`config.mk`:
```
export PLATFORM = sky130hd
export DESIGN_NAME = fetch_stage
export DESIGN_NICKNAME = d
export VERILOG_FILES = /design/src/rtl/fetch_stage.sv
export SDC_FILE = /design/constraint.sdc
export NUM_CORES = 1
export LEC_CHECK = 0
export CAP_MARGIN = 20
export CORE_UTILIZATION = 25
export DETAILED_ROUTE_END_ITERATION = 6
export PLACE_DENSITY = 0.57
export SLEW_MARGIN = 20
export SYNTH_ARGS = -nofsm -noshare
export SYNTH_HDL_FRONTEND = slang
export SYNTH_SLANG_ARGS = --single-unit
export TNS_END_PERCENT = 30
```
`constraint.sdc`:
```
create_clock -name clk -period 7.65 [get_ports clk]
set_input_delay 1.1475 -clock clk [delete_from_list [all_inputs] [get_ports clk]]
set_output_delay 1.1475 -clock clk [all_outputs]
set_load 0.02 [all_outputs]
```
`src/rtl/fetch_stage.sv`:
```
// Instruction-fetch stage: owns the PC, addresses the combinational ROM and
// registers the returned word into the IF/ID pipeline register.
module fetch_stage #(
  parameter int unsigned ADDR_W    = 4,
  parameter int unsigned ROM_WORDS = 16,
  parameter logic [31:0] RESET_PC  = 32'h0000_0000
) (
  input  logic              clk,
  input  logic              rst_n,
  input  logic              stall_i,
  input  logic              flush_i,
  input  logic              redirect_valid_i,
  input  logic [31:0]       redirect_pc_i,
  output logic [ADDR_W-1:0] rom_addr_o,
  input  logic [31:0]       rom_data_i,
  output logic [31:0]       pc_o,
  output logic              ifid_valid_o,
  output logic [31:0]       ifid_inst_o,
  output logic [31:0]       ifid_pc_o,
  output logic [31:0]       ifid_pc4_o,
  output logic              halted_o,
  output logic              fault_o,
  output logic [31:0]       fetch_count_o
);

  // Byte limit of the populated ROM; 33 bits so ROM_WORDS*4 cannot overflow.
  localparam logic [32:0] ROM_LIMIT = 33'(ROM_WORDS) << 2;

  logic [31:0] pc;
  logic [31:0] pc_plus4;
  logic        in_range;
  logic        load_ifid;

  assign pc_plus4   = pc + 32'd4;
  assign in_range   = ({1'b0, pc} < ROM_LIMIT);
  assign halted_o   = !in_range;
  assign rom_addr_o = pc[ADDR_W+1:2];
  assign pc_o       = pc;

  // A real instruction enters IF/ID only when nothing higher-priority intervenes.
  assign load_ifid = !flush_i && !redirect_valid_i && !stall_i && in_range;

  // PC register: redirect beats stall and halt; halt exits only via redirect.
  always_ff @(posedge clk) begin
    if (!rst_n) begin
      pc <= RESET_PC;
    end else if (redirect_valid_i) begin
      pc <= {redirect_pc_i[31:2], 2'b00};
    end else if (!stall_i && in_range) begin
      pc <= pc_plus4;
    end
  end

  // Sticky misaligned-redirect flag.
  always_ff @(posedge clk) begin
    if (!rst_n) begin
      fault_o <= 1'b0;
    end else if (redirect_valid_i && (redirect_pc_i[1:0] != 2'b00)) begin
      fault_o <= 1'b1;
    end
  end

  // IF/ID register: bubbles keep the previous pc/pc4 so only valid/inst change.
  always_ff @(posedge clk) begin
    if (!rst_n) begin
      ifid_valid_o <= 1'b0;
      ifid_inst_o  <= '0;
      ifid_pc_o    <= '0;
      ifid_pc4_o   <= '0;
    end else if (flush_i || redirect_valid_i) begin
      ifid_valid_o <= 1'b0;
      ifid_inst_o  <= '0;
    end else if (stall_i) begin
      ifid_valid_o <= ifid_valid_o;
    end else if (!in_range) begin
      ifid_valid_o <= 1'b0;
      ifid_inst_o  <= '0;
    end else begin
      ifid_valid_o <= 1'b1;
      ifid_inst_o  <= rom_data_i;
      ifid_pc_o    <= pc;
      ifid_pc4_o   <= pc_plus4;
    end
  end

  // Count of real instructions loaded into IF/ID.
  always_ff @(posedge clk) begin
    if (!rst_n) begin
      fetch_count_o <= '0;
    end else if (load_ifid) begin
      fetch_count_o <= fetch_count_o + 32'd1;
    end
  end

endmodule

```
== After elaboration in Yosys (flattened, before gate mapping) ==
Cells that the tools add are included.
Cells by class
  bitwise gates (word level): 3
  reduce and logical (&&, ||, !) cells: 15
  $add $sub $neg: 2
  order comparisons: 1
  multiplexer cells: 4
Operators with widths (number)
  2-to-1 mux 32 bit: 3
  adder 32 x 1 -> 32 bit (second input constant): 1
  adder 32 x 3 -> 32 bit (second input constant): 1
  less-than comparator 32 x 7 -> 1 bit (second input constant): 1
  logical AND 1 bit: 5
  zero test 1 bit: 4
  nonzero test 2 bit: 2
  OR reduction 2 bit: 2
  inverter 1 bit: 3
  AND reduction 3 bit: 1
  logical OR 1 bit: 1
  2-to-1 mux 1 bit: 1
Storage, ports and cells
  logic and storage cells: 33
  register bits: 162

== Longest topological paths before layout ==
Gate-level depths: netlist (run 1).
  word-level depth: 4
  depth in mapped cells: 8
  gate-level depth less buffers: 6

== Least setup slack after synthesis (run 1) ==
Ideal clock, no wire load.
  path type: input to register
  start point: in flush_i
  end point: reg fetch_count_o[31]
  arrival: 2.729 ns
  library setup time: 0.070 ns
  stages: 5
  data required time: 7.580 ns
  buffers on the path: 0
  setup slack: 4.850 ns
  cell sequence: nand4bb_1 -> nor4_1 -> nand4_1 -> or4_1 -> a21oi_1
Between the ends
  cells in the longest elaborated chain, start to end: 4
RTL lines
  from (decl): line 11  | input logic flush_i,
  zero test 1 bit: line 41  | assign load_ifid = !flush_i && !redirect_valid_i && !stall_i && in_range;
  logical AND 1 bit (3 in a row): line 41
  to (signal assigned): line 91  | fetch_count_o <= fetch_count_o + 32'd1;
  to (decl): line 23  | output logic [31:0] fetch_count_o
No other way between the ends.
A chain may end at the register's enable or synchronous reset.

== Worst setup path in the final report (run 1) ==
  start point: reg pc[11], in the netlist pc_o[11]
  end point: out halted_o
Between the ends
  cells in the longest elaborated chain, start to end: 2
RTL lines
  from (decl): line 29  | logic [31:0] pc;
  from (signal assigned): line 48  | pc <= {redirect_pc_i[31:2], 2'b00};
  from (signal assigned): line 50  | pc <= pc_plus4;
  less-than comparator 32 x 7 -> 1 bit: line 35  | assign in_range = ({1'b0, pc} < ROM_LIMIT);
  zero test 1 bit
  to (decl): line 21  | output logic halted_o,
No other way between the ends.

==> results of run 1 <==
==> cell usage after synthesis <==
cell,instances
or3_4,1
a21oi_1,69
or3_2,3
nand4_4,1
inv_2,1
buf_6,1
nor3_1,3
a31oi_1,2
xor2_1,4
a211oi_1,3
or2_2,2
or3_1,6
o31a_1,1
nand4bb_1,1
buf_2,1
or4_1,8
nand3b_1,32
mux2i_1,26
ha_1,2
nand2_1,68
o31a_2,1
dfxtp_1,156
nand2b_1,2
nand4_1,7
xnor2_1,3
inv_1,13
clkbuf_1,41
buf_4,10
or4_2,4
nor4_1,13
and3_1,52
o21ai_0,18
nor2_1,38
o21a_1,2
a21o_1,3
or4b_2,1
nand4b_1,4
o31ai_1,10
buf_1,2
conb_1,1
nand3_1,20
and4_1,2
and4b_1,1
==> sequential cells by signal, summed over array words and instances, names as in the netlist <==
| signal | flops |
|---|---|
| fault_o | 1 |
| fetch_count_o | 32 |
| ifid_inst_o | 32 |
| ifid_pc4_o | 30 |
| ifid_pc_o | 30 |
| ifid_valid_o | 1 |
| pc_o | 30 |
==> layer usage <==
| layer | GRT usage (%) | share of wire (%) |
|---|---|---|
| met1 | 17.72 | 45 |
| met2 | 22.38 | 45 |
| met3 | 6.852 | 10 |
| met4 | 4.015 | 0.62 |
| met5 | 0 | 0 |
==> power breakdown <==
group	total (mW)	switching (mW)	internal [mW]	leakage, nW
registers	0.832	0.00971	0.822	1.26
clock network	0.941	0.354	0.587	0.319
logic	0.128	0.0627	0.0658	1.66
total	1.90	0.427	1.48	3.24
==> final cells by class <==
type / instances / area (sq um)
Tap cell: 313 / 391.6
Multi-Input combinational cell: 419 / 2479
Clock buffer: 21 / 480.5
Clock inverter: 11 / 177.7
Sequential cell: 156 / 3123
Timing Repair Buffer: 233 / 2307
Inverter: 14 / 52.55
Fill cell: 2310 / 13840
==> through the flow <==
| stage | total power, mW | hold slack (ns) | worst slack (ns) | util [%] |
|---|---|---|---|---|
| after global routing | 1.980 | 0.4716 | 3.638 | 39.44 |
| after floorplan | 0.9130 | 0.5222 | 4.851 | - |
| after detailed placement | 0.9807 | 0.4457 | 3.966 | 36.56 |
| final | 1.902 | 0.4516 | 3.917 | 39.44 |
| after CTS | 1.934 | 0.4554 | 3.833 | 39.44 |
| after global placement | 0.9803 | 0.4373 | 4.058 | 36.56 |
==> worst paths after layout <==
path | start | end | slack (ns) | cells past startpoint
setup / recovery | pc_o[11]$_SDFFE_PN0P_ | halted_o | 3.92 | 6
hold / removal | ifid_inst_o[19]$_SDFFE_PP0N_ | ifid_inst_o[19]$_SDFFE_PP0N_ | 0.45 | 2
setup reg to reg | pc_o[19]$_SDFFE_PN0P_ | fetch_count_o[3]$_SDFFE_PN0P_ | 4.83 | 6
hold reg to reg | ifid_inst_o[19]$_SDFFE_PP0N_ | ifid_inst_o[19]$_SDFFE_PP0N_ | 0.45 | 2
==> kinds of logic after synthesis <==
family	Yosys count	synth area share, %
other	1	0.06377
adders and majority gates	2	0.4255
xor gates and xnor gates	7	1.043
AOI/OAI and AO/OA	109	10.23
buffers and inverters	69	5.191
DFF	156	53.11
muxes	26	4.426
and+or+nand+nor	269	25.51
==> worst register-to-register path, cell delays in order (launching register included) <==
cell and delay (ns):
dfxtp_1 0.32, nor4_1 0.58, and4b_1 0.53, nand3_2 0.11, buf_4 0.35, or4b_2 0.69
a21oi_1 0.15
==> qor.csv, run 1 <==
metric,value,unit
dpl hpwl,11.54,mm
FP Rows,55,
worst-margin pin slew,1.020,ns
unrepaired setup endpoints after global routing,false,
clk buf depth,2,
CTS Sinks,156,
residual antenna-violating net count after detailed routing,0,
DRC Markers,0,
Max VDD drop,0.1352,mV
ranking of synthesized cells by area,"dfxtp_1, a21oi_1, and3_1, mux2i_1, nand2_1",
GP Congestion,0.7155,
CP endpoint kind,primary output,
Max Slew Vio Count,0,
Core Box Area,22850,sq um
"Hold Vio Cnt, Final",0,
CTS Buf Count,17,
drt via density,4.485,
port bufs,229,
Die Width,155.4,um
Syn Inst Count,639,
most frequent cells in the layout,"clkdlybuf4s50_1, dfxtp_1, a21oi_1",
GRT Residual Overflow,0,
max incr delay on CP,0.54,ns
max-cap violations,0,
Yosys warning count,0,
crit-path max FO,33,
fin nets,912,
Slew HR,32.01,%
Synth area leader,dfxtp_1,
critical path class,reg2out,
leakage power,3.240,nW
synthesized cell area,5881,sq um
layout cells sized above 1,6.440,%
P per Cell Area,211.1,nW/um^2
fin crit share,48.80,%
cts repair resizes,0,
first-pass GRT wire length,27.37,mm
Netlist cell types,43,
worst-skew pair later-pin latency,0.42,ns
IO Pins,236,
hold_buf cts,0,
dpl cell area,8353,sq um
Area Overhead vs Synth,53.23,%
largest net degree at the start of global routing,82,
CTS H-tree depth,4,
clk slew on worst S/H paths,0.07,ns
final wirelength,17.34,mm
fin cells,1167,
slowest CP cell,clkdlybuf4s50_1,
via count,5234,
worst min-delay path category,reg2reg,
mean routed wirelength per cell,14.86,um
"delay-heaviest family, CP",buffers and inverters,
initial antenna violation count,0,
Worst EP required,6.50,ns
sequential share of the synthesized area,53.11,%
placed insts,1135,
vias in the first global route,5038,
final instance area,9011,sq um
crit path DAT,2.59,ns
critical path cell sequence,nor4_1 > nand4_1 > nor2_2 > buf_4 > inv_1 > clkdlybuf4s50_1,
post-CTS setup buffers,0,
Root Driver,clkbuf_16,
run status,"finished, final reports clean",
die height,155.4,um
Die Area,24140,sq um
Synth Area per Inst,9.203,sq um
first-pass detailed-route iteration total,5,
final setup skew,0.01026,ns
number of diodes,0,
clock period minus worst slack,3.733,ns
TritonCTS clock tree,yes,
setup violators final,0,
TNS Setup,0,ns
Initial Util,25.74,%
Buf/Inv on CP,3,
Max Fclk,0.2679,GHz
"most common cell after layout, fill and taps aside",clkdlybuf4s50_1,
Synth Register Bits,156,
DR iter-0 viols,280,
Tot GR Track Use,14.42,%
share of the synthesized area in the top cell type,53.11,%
Critical Path Source Type,flop,
Note: power is estimated with default switching activity, not from simulation.
==> run 2: changes to the inputs <==
- clock period: 7.65 -> 3.7 ns (I/O delays scaled with it)
==> run 2 against run 1 <==
  * Sequential cell count is the same
  * Critical path depth is 1 lower
  * First-iteration DRC count up 18%
  * Sequential share of layout area about the same
  * Hold slack is essentially flat
  * Clock skew barely moved
  * Global-route usage grew 0.21 points
  * Critical endpoint unchanged
==> qor.csv, run 2 (synthesized netlist as in run 1, its figures left out) <==
metric,value,unit
Gate power share,7.1,%
final setup skew,0.01017,ns
Die Area,24140,sq um
clk buf depth,2,
post-layout util,39.41,%
GRT Residual Overflow,0,
residual antenna-violating net count after detailed routing,0,
FP Rows,55,
CTS H-tree depth,4,
crit-path max FO,4,
number of diodes,0,
CP Launch Point,pc_o[8]$_SDFFE_PN0P_,
most frequent cells in the layout,"clkdlybuf4s50_1, dfxtp_1, a21oi_1",
worst min-delay path category,reg2reg,
P_sw,0.8768,mW
Tot GR Track Use,14.63,%
TNS Setup,0,ns
cts repair resizes,0,
initial antenna violation count,0,
final hold slack,0.4519,ns
Max Fclk,0.3408,GHz
Die Width,155.4,um
worst-skew pair later-pin latency,0.42,ns
CTS Buf Count,17,
critical path cell sequence,nor4_1 > nand4_1 > nor2_2 > inv_1 > clkdlybuf4s50_1,
final wirelength,17.78,mm
worst r2r src,fetch_count_o[1]$_SDFFE_PN0P_,
Internal Dissipation,2.923,mW
P per Cell Area,421.9,nW/um^2
Flop pwr share,45.3,%
Worst EP required,3.14,ns
via count,5220,
worst-margin pin slew,0.8780,ns
post-place setup slack,1.030,ns
CTS Sinks,156,
"Hold Vio Cnt, Final",0,
unrepaired setup endpoints after global routing,false,
port bufs,229,
Initial Util,25.74,%
clock share of power,47.7,%
clock period minus worst slack,2.934,ns
dpl hpwl,12.12,mm
TritonCTS clock tree,yes,
"most common cell after layout, fill and taps aside",clkdlybuf4s50_1,
largest registers,"fetch_count_o: 32 flops, ifid_inst_o: 32 flops",
mean routed wirelength per cell,15.15,um
DRC Markers,0,
fin nets,918,
run status,"finished, final reports clean",
GP Congestion,0.7804,
largest net degree at the start of global routing,67,
DR iter-0 viols,331,
drt via density,4.450,
Slew HR,41.47,%
CP endpoint kind,primary output,
"delay-heaviest family, CP",simple AND/OR/NAND/NOR gates,
crit path DAT,2.38,ns
Buf/Inv on CP,2,
fin crit share,79.31,%
min-delay src,ifid_inst_o[19]$_SDFFE_PP0N_,
sw frac,23.08,%
first-pass GRT wire length,27.46,mm
dpl cell area,8398,sq um
setup violators final,0,
vias in the first global route,4955,
Max VDD drop,0.2869,mV
Core Box Area,22850,sq um
Root Driver,clkbuf_16,
die height,155.4,um
post-CTS setup buffers,0,
leakage power,3.244,nW
final instance area,9005,sq um
hold_buf cts,0,
max incr delay on CP,0.54,ns
critical path class,reg2out,
max-cap violations,0,
Area Overhead vs Synth,53.13,%
Max Slew Vio Count,0,
first-pass detailed-route iteration total,4,
worst setup margin,0.7655,ns
layout cells sized above 1,6.977,%
slowest CP cell,clkdlybuf4s50_1,
clk slew on worst S/H paths,0.06,ns
IO Pins,236,
Critical Path Source Type,flop,
## run 2: cell count changes in the layout (fill, tap and decap cells not counted), sizes merged
cell and delta:
buf +6, clkinv +4, clkbuf -2, bufinv -1
inv -1
## run 2: final timing paths
check | end | slack [ns] | depth (start not counted)
setup reg to reg | fetch_count_o[22]$_SDFFE_PN0P_ | 1.00 | 6
setup / recovery | halted_o | 0.77 | 5
hold reg to reg | ifid_inst_o[19]$_SDFFE_PP0N_ | 0.45 | 2
hold / removal | ifid_inst_o[19]$_SDFFE_PP0N_ | 0.45 | 2
## run 2: routing by layer
layer / GRT usage (%) / wire length (um)
met3: 6.323 / 1746
met2: 22.76 / 7889
met4: 4.062 / 151
met1: 18.32 / 7988
met5: 0 / 0
## run 2: area by class of cell
class	count	area, sq um
Inverter	14	52.55
Fill cell	2302	13840
Clock buffer	19	442.9
Tap cell	313	391.6
Timing Repair Buffer	239	2352
Clock inverter	13	163.9
Sequential cell	156	3123
Multi-Input combinational cell	419	2479
## run 2: worst reg2reg max path: stages (launching register included)
cell     delay [ns]
dfxtp_1        0.44
ha_1           0.31
nand2_1        0.07
or4_1          0.68
or3_4          0.48
or4_1          0.52
a21oi_1        0.14
## run 2: power groups by stage
| stage | clock network [mW] | logic, mW | registers, mW |
|---|---|---|---|
| after floorplan | 0 | 0.107 | 1.78 |
| after global placement | 0 | 0.271 | 1.76 |
| final | 1.81 | 0.268 | 1.72 |
| after CTS | 1.88 | 0.272 | 1.72 |
| after global routing | 1.94 | 0.288 | 1.72 |
| after detailed placement | 0 | 0.271 | 1.76 |
## run 2: through the flow
step	std cells	power (mW)
3_5_place_dp	1141	2.030
6_report	1173	3.800
3_3_place_gp	1141	2.029
5_1_grt	1173	3.953
4_1_cts	1173	3.868
2_1_floorplan	644	1.888
==> run 3: changes to the inputs <==
- clock period: 3.7 -> 2.9 ns (I/O delays scaled with it)
==> run 3 against run 2 <==
  * Non-clock buffer count rose by 8
  * Total power rose by 30%
  * Clock skew rose by 0.0045 ns
  * Critical path type unchanged
  * Critical endpoint unchanged
  * Highest routed layer unchanged
==> qor.csv, run 3 (synthesized netlist as in run 1, its figures left out) <==
metric,value,unit
run status,"finished, final reports clean",
dpl cell area,8451,sq um
drt via density,4.453,
Root Driver,clkbuf_16,
port bufs,229,
Cells on Worst Hold Path,3,
crit path DAT,2.19,ns
RR Endpoint,fetch_count_o[22]$_SDFFE_PN0P_,
DR iter-0 viols,329,
fin nets,926,
fin crit share,90.60,%
number of diodes,0,
critical path class,reg2out,
leakage power,3.306,nW
CTS Buf Count,17,
TNS Setup,0,ns
max incr delay on CP,0.54,ns
IO Pins,236,
final setup skew,0.01467,ns
die height,155.4,um
Initial Util,25.74,%
GRT Residual Overflow,0,
post-place setup slack,0.2387,ns
cell count of the worst reg-to-reg path,5,
Max Fclk,0.3806,GHz
via count,5259,
final instance area,9106,sq um
Area Overhead vs Synth,54.85,%
largest registers,"fetch_count_o: 32 flops, ifid_inst_o: 32 flops",
final wirelength,17.62,mm
worst-skew pair later-pin latency,0.42,ns
Tot GR Track Use,14.47,%
hold_buf cts,0,
max-cap violations,0,
mean routed wirelength per cell,14.92,um
GP Congestion,0.7653,
residual antenna-violating net count after detailed routing,0,
Core Box Area,22850,sq um
slowest CP cell,clkdlybuf4s50_1,
crit-path max FO,3,
CP Launch Point,pc_o[19]$_SDFFE_PN0P_,
worst setup margin,0.2727,ns
layout cells sized above 1,8.295,%
clk slew on worst S/H paths,0.07,ns
worst r2r src,fetch_count_o[2]$_SDFFE_PN0P_,
CP Depth,5,
Worst EP required,2.47,ns
critical path cell sequence,nor4_2 > nand3_1 > nor2_2 > inv_1 > clkdlybuf4s50_1,
Slew HR,54.23,%
largest net degree at the start of global routing,66,
first-pass GRT wire length,27.39,mm
clock period minus worst slack,2.627,ns
Critical Path Sink,halted_o,
most frequent cells in the layout,"clkdlybuf4s50_1, dfxtp_1, a21oi_1",
clk buf depth,2,
first-pass detailed-route iteration total,5,
CTS Sinks,156,
FP Rows,55,
worst min-delay path category,in2reg,
Die Area,24140,sq um
reg2reg setup slack,0.31,ns
CTS H-tree depth,4,
vias in the first global route,5065,
Max Slew Vio Count,0,
"most common cell after layout, fill and taps aside",clkdlybuf4s50_1,
Buf/Inv on CP,2,
CP endpoint kind,primary output,
Critical Path Source Type,flop,
Die Width,155.4,um
initial antenna violation count,0,
Max VDD drop,0.3388,mV
DRC Markers,0,
P per Cell Area,540.6,nW/um^2
unrepaired setup endpoints after global routing,false,
"delay-heaviest family, CP",simple AND/OR/NAND/NOR gates,
"Hold Vio Cnt, Final",0,
setup violators final,0,
worst-margin pin slew,0.6866,ns
TritonCTS clock tree,yes,
dpl hpwl,11.93,mm
[run 3: cell count changes in the layout (fill, tap and decap cells not counted), sizes merged]
cell | before | now
buf | 13 | 21
clkinvlp | 2 | 0
inv | 17 | 22
clkbuf | 19 | 17
clkinv | 5 | 4
[run 3: worst min path at each step]
stage	startpoint	to	slack [ns]
3_5_place_dp	fault_o$_SDFFE_PN0P_	fault_o$_SDFFE_PN0P_	0.45
3_3_place_gp	fault_o$_SDFFE_PN0P_	fault_o$_SDFFE_PN0P_	0.44
6_report	rst_n	pc_o[5]$_SDFFE_PN0P_	0.37
5_1_grt	rst_n	pc_o[4]$_SDFFE_PN0P_	0.36
2_1_floorplan	fault_o$_SDFFE_PN0P_	fault_o$_SDFFE_PN0P_	0.52
4_1_cts	rst_n	pc_o[4]$_SDFFE_PN0P_	0.35
[run 3: final cells by class]
type	instances	area [sq um]
multi-input cells	419	2497
fillers	2323	13740
clock inverters	15	203.9
repair buffers	247	2412
flip-flops and latches	156	3123
inverters	14	52.55
well taps	313	391.6
clock buffers	17	425.4
[run 3: per-layer routing]
layer  GRT usage [%]  vias to the layer above  wire length [um]
li1                -                     2665                 -
met1           17.97                     2424              7969
met2           22.14                      164              7852
met3           6.713                        6              1684
met4           4.435                        0               109
met5               0                        -                 0
[run 3: timing repair]
| action | CTS | global route |
|---|---|---|
| endpoints found under the hold margin | 0 | 0 |
| endpoints found under the setup margin | 1 | 2 |
| pin swaps | 0 | 1 |
| gates resized for setup | 1 | 2 |
| cloned | 0 | 0 |
| buffers inserted | 0 | 1 |
[run 3: per-stage QoR]
step	std cells	power (mW)	hold WS, ns	util, %
floorplan	644	2.408	0.5222	-
global placement	1148	2.593	0.4351	36.99
detailed placement	1148	2.593	0.4450	36.99
CTS	1180	5.015	0.3467	39.77
global route	1181	5.137	0.3588	39.86
finish	1181	4.923	0.3722	39.86
[run 3: worst register-to-register path: cells and delay by family, from the launching register on]
kind	cells	cell delay [ns]
AND/OR/NAND/NOR	4	1.89
flip-flops	1	0.49
AO/OA/AOI/OAI	1	0.14
[run 3: report_power, final]
| part | total [mW] | leakage (nW) | switching (mW) | internal (mW) |
|---|---|---|---|---|
| clock network | 2.38 | 0.310 | 0.984 | 1.39 |
| registers | 2.20 | 1.26 | 0.0268 | 2.17 |
| logic | 0.350 | 1.73 | 0.169 | 0.181 |
